File: src/rtl/pinball_pkg.sv
// Shared types and constants for the pinball game-flow controller.
// Holds the game phase encoding and the BCD score limits.
package pinball_pkg;

    typedef enum logic [2:0] {
        IDLE   = 3'd0,
        READY  = 3'd1,
        PLAY   = 3'd2,
        PAUSED = 3'd3,
        LOST   = 3'd4,
        OVER   = 3'd5
    } game_state_t;

    localparam int          BCD_DIGITS = 4;
    localparam logic [15:0] BCD_MAX    = 16'h9999;

endpackage

File: src/rtl/bcd_score_counter.sv
// Four-digit BCD score accumulator with ripple carry and saturation at 9999.
// Latency: one cycle from add_en/clear to score_bcd.
// Backpressure: none; every add_en is applied, clear has priority over add.
module bcd_score_counter
    import pinball_pkg::*;
(
    input  logic        clk,
    input  logic        resetN,
    input  logic        clear,
    input  logic        add_en,
    input  logic [3:0]  add_val,
    output logic [15:0] score_bcd
);

    logic [15:0] sum_bcd;
    logic [15:0] next_bcd;
    logic [4:0]  dsum;
    logic [4:0]  dadj;
    logic        carry;

    // add_val only enters the ones digit; higher digits see just the carry
    always_comb begin
        sum_bcd = '0;
        carry   = 1'b0;
        dsum    = '0;
        dadj    = '0;
        for (int i = 0; i < BCD_DIGITS; i++) begin
            dsum = {1'b0, score_bcd[4*i +: 4]} + {4'd0, carry};
            if (i == 0) begin
                dsum = dsum + {1'b0, add_val};
            end
            dadj  = dsum - 5'd10;
            carry = (dsum > 5'd9);
            sum_bcd[4*i +: 4] = carry ? dadj[3:0] : dsum[3:0];
        end
        next_bcd = carry ? BCD_MAX : sum_bcd;
    end

    always_ff @(posedge clk or negedge resetN) begin
        if (!resetN) begin
            score_bcd <= '0;
        end else if (clear) begin
            score_bcd <= '0;
        end else if (add_en) begin
            score_bcd <= next_bcd;
        end
    end

endmodule

File: src/rtl/game_sequencer.sv
// Pinball game-flow FSM: serve/play/pause/ball-lost/game-over, lives and score.
// Latency: input rise acts on the next edge; reset_level is a same-cycle Mealy pulse.
// Backpressure: none; key/collision events are edge-detected and never queued.
module game_sequencer
    import pinball_pkg::*;
#(
    parameter int LIVES             = 3,
    parameter int LOST_DELAY_FRAMES = 60,
    parameter int HIT_POINTS        = 1
) (
    input  logic        clk,
    input  logic        resetN,
    input  logic        startOfFrame,
    input  logic        key5IsPressed,
    input  logic        keyPIsPressed,
    input  logic        collisionSmileyBorderBottom,
    input  logic        collisionSmileyObstacle,
    output logic        pause,
    output logic        reset_level,
    output logic [2:0]  lives,
    output logic [15:0] score_bcd,
    output logic        game_over,
    output logic [2:0]  state_code
);

    localparam logic [2:0] LIVES_INIT   = 3'(LIVES);
    localparam logic [7:0] LOST_CNT_END = 8'(LOST_DELAY_FRAMES);
    localparam logic [3:0] HIT_VAL      = 4'(HIT_POINTS);

    game_state_t state;
    game_state_t state_nxt;

    logic key5_q, keyp_q, bottom_q, obst_q;
    logic key5_ev, keyp_ev, bottom_ev, obst_ev;
    logic [7:0] lost_cnt;
    logic hit_this_frame;
    logic score_clear, score_add;
    logic lives_load, lives_dec;
    logic cnt_clr, cnt_inc;

    assign key5_ev   = key5IsPressed               & ~key5_q;
    assign keyp_ev   = keyPIsPressed               & ~keyp_q;
    assign bottom_ev = collisionSmileyBorderBottom & ~bottom_q;
    assign obst_ev   = collisionSmileyObstacle     & ~obst_q;

    // only the first obstacle edge in a frame scores, so a ball resting on an obstacle counts once
    assign score_add = (state == PLAY) & obst_ev & ~hit_this_frame;

    always_comb begin
        state_nxt   = state;
        reset_level = 1'b0;
        score_clear = 1'b0;
        lives_load  = 1'b0;
        lives_dec   = 1'b0;
        cnt_clr     = 1'b0;
        cnt_inc     = 1'b0;
        case (state)
            IDLE: begin
                if (key5_ev) begin
                    reset_level = 1'b1;
                    score_clear = 1'b1;
                    lives_load  = 1'b1;
                    state_nxt   = READY;
                end
            end
            READY: begin
                if (key5_ev) state_nxt = PLAY;
            end
            PLAY: begin
                if (bottom_ev) begin
                    lives_dec = 1'b1;
                    cnt_clr   = 1'b1;
                    state_nxt = LOST;
                end else if (keyp_ev) begin
                    state_nxt = PAUSED;
                end
            end
            PAUSED: begin
                if (keyp_ev) state_nxt = PLAY;
            end
            LOST: begin
                if (lost_cnt == LOST_CNT_END) begin
                    if (lives == 3'd0) begin
                        state_nxt = OVER;
                    end else begin
                        reset_level = 1'b1;
                        state_nxt   = READY;
                    end
                end else if (startOfFrame) begin
                    cnt_inc = 1'b1;
                end
            end
            OVER: begin
                if (key5_ev) state_nxt = IDLE;
            end
            default: state_nxt = IDLE;
        endcase
    end

    assign pause      = (state != PLAY);
    assign game_over  = (state == OVER);
    assign state_code = state;

    always_ff @(posedge clk or negedge resetN) begin
        if (!resetN) begin
            state          <= IDLE;
            key5_q         <= 1'b0;
            keyp_q         <= 1'b0;
            bottom_q       <= 1'b0;
            obst_q         <= 1'b0;
            lives          <= LIVES_INIT;
            lost_cnt       <= '0;
            hit_this_frame <= 1'b0;
        end else begin
            state    <= state_nxt;
            key5_q   <= key5IsPressed;
            keyp_q   <= keyPIsPressed;
            bottom_q <= collisionSmileyBorderBottom;
            obst_q   <= collisionSmileyObstacle;
            if (lives_load) begin
                lives <= LIVES_INIT;
            end else if (lives_dec) begin
                lives <= lives - 3'd1;
            end
            if (cnt_clr) begin
                lost_cnt <= '0;
            end else if (cnt_inc) begin
                lost_cnt <= lost_cnt + 8'd1;
            end
            if (score_add) begin
                hit_this_frame <= 1'b1;
            end else if (startOfFrame) begin
                hit_this_frame <= 1'b0;
            end
        end
    end

    bcd_score_counter u_score (
        .clk       (clk),
        .resetN    (resetN),
        .clear     (score_clear),
        .add_en    (score_add),
        .add_val   (HIT_VAL),
        .score_bcd (score_bcd)
    );

endmodule

File: config.mk
export PLATFORM = sky130hd
export DESIGN_NAME = game_sequencer
export DESIGN_NICKNAME = d
export VERILOG_FILES = /design/src/rtl/pinball_pkg.sv /design/src/rtl/bcd_score_counter.sv /design/src/rtl/game_sequencer.sv
export SDC_FILE = /design/constraint.sdc
export NUM_CORES = 1
export LEC_CHECK = 0
export BUFFER_PORTS_ARGS = -buffer_cell sky130_fd_sc_hd__buf_2
export CAP_MARGIN = 20
export CORE_ASPECT_RATIO = 1.1
export CORE_MARGIN = 1
export CORE_UTILIZATION = 30
export CTS_CLUSTER_SIZE = 14
export DETAILED_ROUTE_END_ITERATION = 6
export PLACE_DENSITY = 0.55
export SETUP_SLACK_MARGIN = 0.1
export SYNTH_ARGS = -nofsm -noshare
export SYNTH_HDL_FRONTEND = slang
export SYNTH_HIERARCHICAL = 1
export SYNTH_SLANG_ARGS = --single-unit
export TNS_END_PERCENT = 100
File: constraint.sdc
create_clock -name clk -period 4.7 [get_ports clk]
set_clock_uncertainty 0.15 [all_clocks]
set_input_delay 1.41 -clock clk [delete_from_list [all_inputs] [get_ports clk]]
set_output_delay 1.41 -clock clk [all_outputs]
set_load 0.02 [all_outputs]
==> run summary, run 1 <==
CP required: 4720 ps
Hold Vio Cnt, Final: 0
unrepaired setup endpoints after global routing: true
number of synthesized flops with an enable pin: 0
Root Driver: clkbuf_8
DIE AREA: 8340 um2
largest net degree at the start of global routing: 36
initial antenna violation count: 0
MaxCap Viol Count: 0
GRT Util Overall: 14.4%
final setup margin: 57.9 ps
row cnt: 33
Antenna Cells: 0
PortBufs: 31
first-pass GRT wire length: 9450 um
Setup TNS: 0 ps
core area: 7600 um2
Synth area leaders: dfrtp_1, ha_1, nor2_1
LEAKAGE: 0.00145 uW
Final period util: 98.8%
cell taking the most area after synthesis: dfrtp_1
clock tree buffer depth: 2
YS warnings: 6
Final ANT Viol Nets: 0
Power, Total: 1640 uW
sequential area share after synthesis: 36.7%
post-DP HPWL: 4030 um
cts hold-fix bufs: 0
Synth top area share: 34.5%
Final nets: 346
relative max-transition margin: 48.2%
Routed Wire Length: 5520 um
FF-to-FF path depth: 23
DRC: 0
GPL Wtd Cong: 0.768
number of global-route vias before repair: 2066
clock sink count: 35
Crit. End Element: flip-flop
min Tclk post-route: 4640 ps
Starting Density: 31.5%
Post-Synthesis Cells: 260
Ports: 32
dpl ws: -56.9 ps
drt pass-1 iters: 4
Max Freq: 215 MHz
CP Max Fanout: 4
# H-tree levels: 2
Avg Cell Area, Syn: 9.21 um2
Power Dens Cells: 523 nW/um2
setup violators final: 0
VDD IR max: 223 uV
Seq cells post-synth: 35
status: finished clean
WS Path Type: reg -> reg
DR WL/cell: 12.9 um
Final Util: 41.4%
hold crit path type: reg -> reg
Worst-Skew Late Latency: 280 ps
vias per std cell: 4.81
WP data arrival: 4670 ps
most common cell after layout, fill and taps aside: buf_2
CTS buffer count: 5
Die Wd: 87.2 um
vias post-DR: 2054
layout cell share with drive strength beyond 1: 35.4%
CTS tree: yes
Synth Flop Type: dfrtp_1
post-synthesis async set-or-reset flop share: 100%
Worst setup SP type: flip-flop
highest-count cells in the layout ignoring fill and taps: buf_2, dfrtp_1, buf_4, nor2_1, inv_1
Area growth syn-to-layout: 31.5%
fillers: 773
max-slew violations: 0
initial drt markers: 86
worst slew pin tran: 777 ps
Die Span Y: 95.7 um
Cell variety after synth: 60
cell area after synthesis: 2390 um2
hold path depth: 1
Reg clk slew, reported paths: 70 ps
Final Hold Slack: 358 ps
GRT overflow: 0
[final timing paths]
path                                 startpoint                    to  slack (ps)
setup / recovery           u_score/score_bcd[1]  u_score/score_bcd[6]          60
hold / removal                   hit_this_frame        hit_this_frame         360
setup reg to reg           u_score/score_bcd[1]  u_score/score_bcd[6]          60
hold reg to reg                  hit_this_frame        hit_this_frame         360
max in group asynchronous                resetN  u_score/score_bcd[1]        2810
min in group asynchronous                resetN           lost_cnt[1]        1050
[what timing repair did]
item,CTS,global route
pin swaps,1,5
buffers inserted,10,3
setup endpoints to repair,11,15
resized for setup,5,17
[cells in the mapped netlist, types with 2 or more instances]
| cell | n |
|---|---|
| a211oi_1 | 3 |
| a21o_1 | 3 |
| a21oi_1 | 12 |
| a22o_1 | 4 |
| a31oi_1 | 5 |
| and4_1 | 3 |
| buf_2 | 2 |
| clkbuf_1 | 2 |
| conb_1 | 2 |
| dfrtp_1 | 33 |
| dfstp_2 | 2 |
| ha_1 | 17 |
| inv_1 | 21 |
| inv_2 | 2 |
| mux2_2 | 2 |
| mux2i_1 | 5 |
| nand2_1 | 19 |
| nand2b_1 | 5 |
| nand3_1 | 9 |
| nand4_1 | 4 |
| nor2_1 | 24 |
| nor2b_1 | 3 |
| nor3_1 | 7 |
| nor3b_1 | 3 |
| nor4b_1 | 2 |
| o211ai_1 | 3 |
| o211ai_2 | 2 |
| o21a_1 | 6 |
| o21ai_0 | 8 |
| o21ai_1 | 5 |
| o21bai_1 | 2 |
| o31ai_1 | 2 |
| or4_1 | 3 |
| xnor2_1 | 8 |
| xor2_1 | 2 |
[logic make-up (layout without fill, tap and decap cells)]
| group | count (synthesis) | in the layout | synth area share, % |
|---|---|---|---|
| muxes | 7 | 7 | 3.03 |
| other | 2 | 5 | 0.314 |
| AOI/OAI and AO/OA | 67 | 67 | 20.3 |
| buffers and inverters | 28 | 87 | 4.81 |
| adders and majority gates | 18 | 18 | 9.72 |
| DFF | 35 | 35 | 36.7 |
| and+or+nand+nor | 92 | 92 | 20.8 |
| xor gates and xnor gates | 11 | 11 | 4.34 |
[flip-flops by register name (all words and copies together) (netlist names)]
register and count:
state_code 3, bottom_q 1, lives 3, u_score/score_bcd 16, obst_q 1, keyp_q 1
hit_this_frame 1, lost_cnt 8, key5_q 1
[report_power, final]
group          leakage (uW)  internal, uW  switching [uW]
registers          0.000453           383             107
clock network     0.0000482           118             105
logic              0.000945           432             500
[worst max-delay path, cell delays in order, from the launching register on]
cell	delay (ps)
dfrtp_2	450
ha_4	220
a21o_1	180
a21oi_2	140
xnor2_1	160
a21oi_1	50
or2_1	250
ha_4	180
ha_4	160
nand2b_4	130
o21a_1	190
o22a_4	220
ha_4	160
ha_4	160
mux2_4	310
o221ai_4	150
inv_2	70
ha_4	180
ha_4	290
nor2_2	50
o211ai_2	180
nand2_2	110
nor4b_4	140
a211o_1	260
[per-stage QoR]
step,area [um2],std cells
floorplan,2520,263
global placement,2870,406
detailed placement,2870,406
CTS,3060,424
global route,3150,427
finish,3150,427
[final cells by class]
type / count / area (um2) / share of cell area, %
Tap cell: 105 / 131 / 4.17
Inverter: 23 / 86.3 / 2.74
Sequential cell: 35 / 882 / 28.0
Clock buffer: 7 / 86.3 / 2.74
Clock inverter: 1 / 5.00 / 0.159
Multi-Input combinational cell: 200 / 1610 / 51.2
Timing Repair Buffer: 56 / 347 / 11.0
[metal layers]
metal  routed length (um)  share of wire [%]  global-route usage, %
met3                  166                3.0                   2.57
met1                 2590                 47                   18.5
met5                    0                  0                      0
met4                   44               0.80                   3.28
met2                 2720                 49                   25.2
Note: power is estimated with default switching activity, not from simulation.
==> run 2, diff against run 1 <==
--- a/config.mk
+++ b/config.mk
@@ -9,10 +9,10 @@
 export CAP_MARGIN = 20
 export CORE_ASPECT_RATIO = 1.1
 export CORE_MARGIN = 1
-export CORE_UTILIZATION = 30
+export CORE_UTILIZATION = 52
 export CTS_CLUSTER_SIZE = 14
 export DETAILED_ROUTE_END_ITERATION = 6
-export PLACE_DENSITY = 0.55
+export PLACE_DENSITY = 0.82
 export SETUP_SLACK_MARGIN = 0.1
 export SYNTH_ARGS = -nofsm -noshare
 export SYNTH_HDL_FRONTEND = slang
==> run 2 against run 1 <==
The flow now finishes with violations (negative setup slack); register-to-register slack worse by 110 ps; routed wire length is 12% higher; flip-flop and latch count stayed put; critical path depth is 1 higher; count of clock-buffer cells in the layout stayed put; critical endpoint is now u_score/score_bcd[13]; largest cell class unchanged; highest routed layer unchanged.
==> run summary, run 2 (synthesized netlist as in run 1, its figures left out) <==
Die Wd: 66.7 um
GPL Wtd Cong: 0.815
relative max-transition margin: 47.3%
initial antenna violation count: 0
CP required: 4740 ps
Gate power share: 55.4%
cts hold-fix bufs: 0
# H-tree levels: 2
MaxCap Viol Count: 0
clock tree buffer depth: 2
CP Max Fanout: 4
CTS tree: yes
CP dominant cell by count: ha_4
failing checks: negative setup slack
GRT overflow: 0
DIE AREA: 4880 um2
r2r endpoint: u_score/score_bcd[13]
VDD IR max: 333 uV
Final Hold Slack: 379 ps
clock sink count: 35
Starting Density: 55.1%
count of non-filler cells in the finished layout: 385
Crit. End Element: flip-flop
Final ANT Viol Nets: 0
Hold Path End: hit_this_frame
Antenna Cells: 0
r2r setup slk: -60 ps
CP max stage delay: 450 ps
clock network power share: 15.8%
CP max stage cell: dfrtp_2
Final nets: 355
Multi-input gate area: 1610 um2
WS Path Type: reg -> reg
Reg clk slew, reported paths: 80 ps
cell chain of the critical path: ha_4 > a21o_1 > a21oi_2 > xnor2_1 > a21oi_1 > or2_1 > ha_4 > ha_4 > nand2b_4 > o21a_1 > o22a_4 > ha_4 > ha_4 > mux2_4 > o221ai_4 > inv_2 > ha_4 > ha_4 > nor2b_2 > o211ai_2 > nand2_2 > buf_4 > buf_6 > a22o_1
sw power: 745 uW
DR WL/cell: 16.0 um
PortBufs: 31
FF-to-FF path depth: 24
vias per std cell: 5.83
biggest regs: u_score/score_bcd x16, lost_cnt x8
Worst setup SP type: flip-flop
status: finished, violations left
first-pass GRT wire length: 9560 um
Root Driver: clkbuf_8
Hold Vio Cnt, Final: 0
drt pass-1 iters: 4
unrepaired setup endpoints after global routing: true
register area: 882 um2
Cells after DPL: 353
Routed Wire Length: 6180 um
setup violators final: 5
final setup margin: -56.2 ps
number of flip-flops in the largest register: 16
Hold Startpoint: hit_this_frame
DRC: 0
share of power burned in registers: 28.9%
vias post-DR: 2246
max-slew violations: 0
GRT Util Overall: 25.8%
hold crit path type: reg -> reg
row cnt: 25
CTS buffer count: 5
hold path depth: 1
number of global-route vias before repair: 2112
LEAKAGE: 0.00149 uW
Area growth syn-to-layout: 32.0%
highest-count cells in the layout ignoring fill and taps: buf_4, buf_2, dfrtp_1, nor2_1
Final period util: 101%
RR Startpoint: u_score/score_bcd[1]
initial drt markers: 118
WP data arrival: 4790 ps
core area: 4350 um2
Ports: 32
Net Sw Frac: 43.3%
Int Pwr: 977 uW
post-DP HPWL: 4100 um
layout cell share with drive strength beyond 1: 37.8%
fillers: 293
Power, Total: 1720 uW
largest net degree at the start of global routing: 36
worst slew pin tran: 790 ps
min Tclk post-route: 4760 ps
Die Span Y: 73.2 um
most common cell after layout, fill and taps aside: buf_4
Max Freq: 210 MHz
Top reg by flops: u_score/score_bcd
Power Dens Cells: 545 nW/um2
Worst-Skew Late Latency: 290 ps
[run 2: worst max-delay path, delay by kind of cell (launching register included)]
| kind | cells | cell delay (ps) |
|---|---|---|
| buffers and inverters | 3 | 350 |
| adders and majority gates | 7 | 1340 |
| AOI/OAI and AO/OA | 8 | 1320 |
| DFF | 1 | 450 |
| and+or+nand+nor | 4 | 550 |
| xor gates and xnor gates | 1 | 150 |
| muxes | 1 | 310 |
[run 2: power by group through the flow]
| stage | combinational, uW | clock [uW] | sequential, uW |
|---|---|---|---|
| 2_1_floorplan | 533 | 0 | 550 |
| 3_3_place_gp | 803 | 0 | 491 |
| 3_5_place_dp | 824 | 0 | 500 |
| 4_1_cts | 890 | 277 | 493 |
| 5_1_grt | 1040 | 288 | 510 |
| 6_report | 954 | 272 | 497 |
[run 2: cell type report]
cell class	instances	area share (%)
repair buffers	65	13.1
clock buffers	7	2.41
clock inverters	1	0.950
inverters	23	2.73
well taps	54	2.14
flip-flops and latches	35	27.9
multi-input cells	200	50.8
[run 2: how the worst max path moves through the flow]
stage	start	endpoint	slack, ps	cells past startpoint
floorplan	u_score/score_bcd[1]	u_score/score_bcd[6]	5	23
global placement	u_score/score_bcd[1]	u_score/score_bcd[2]	70	24
detailed placement	u_score/score_bcd[0]	u_score/score_bcd[2]	-90	25
CTS	u_score/score_bcd[1]	u_score/score_bcd[6]	50	23
global route	u_score/score_bcd[1]	u_score/score_bcd[6]	-190	23
finish	u_score/score_bcd[1]	u_score/score_bcd[13]	-60	24
[run 2: metal layers]
metal / track usage, % / vias up / part of all wire [%]
met5: 0 / - / 0
met4: 8.75 / 0 / 0.99
met3: 5.16 / 6 / 3.9
met2: 44.1 / 61 / 52
met1: 32.2 / 1116 / 44
li1: - / 1063 / -
[run 2: through the flow]
| stage | utilization (%) | area (um2) | worst slack, ps | setup TNS [ps] |
|---|---|---|---|---|
| floorplan | - | 2520 | 4.56 | 0 |
| global placement | 64.1 | 2790 | 74.0 | 0 |
| detailed placement | 64.1 | 2790 | -85.1 | -316 |
| CTS | 69.8 | 3040 | 51.7 | 0 |
| global route | 72.7 | 3160 | -193 | -1480 |
| finish | 72.7 | 3160 | -56.2 | -237 |
[run 2: repair_timing]
item	in CTS	in global routing
pin swaps	10	7
setup endpoints to repair	12	15
setup buffers	16	8
gates resized for setup	10	12
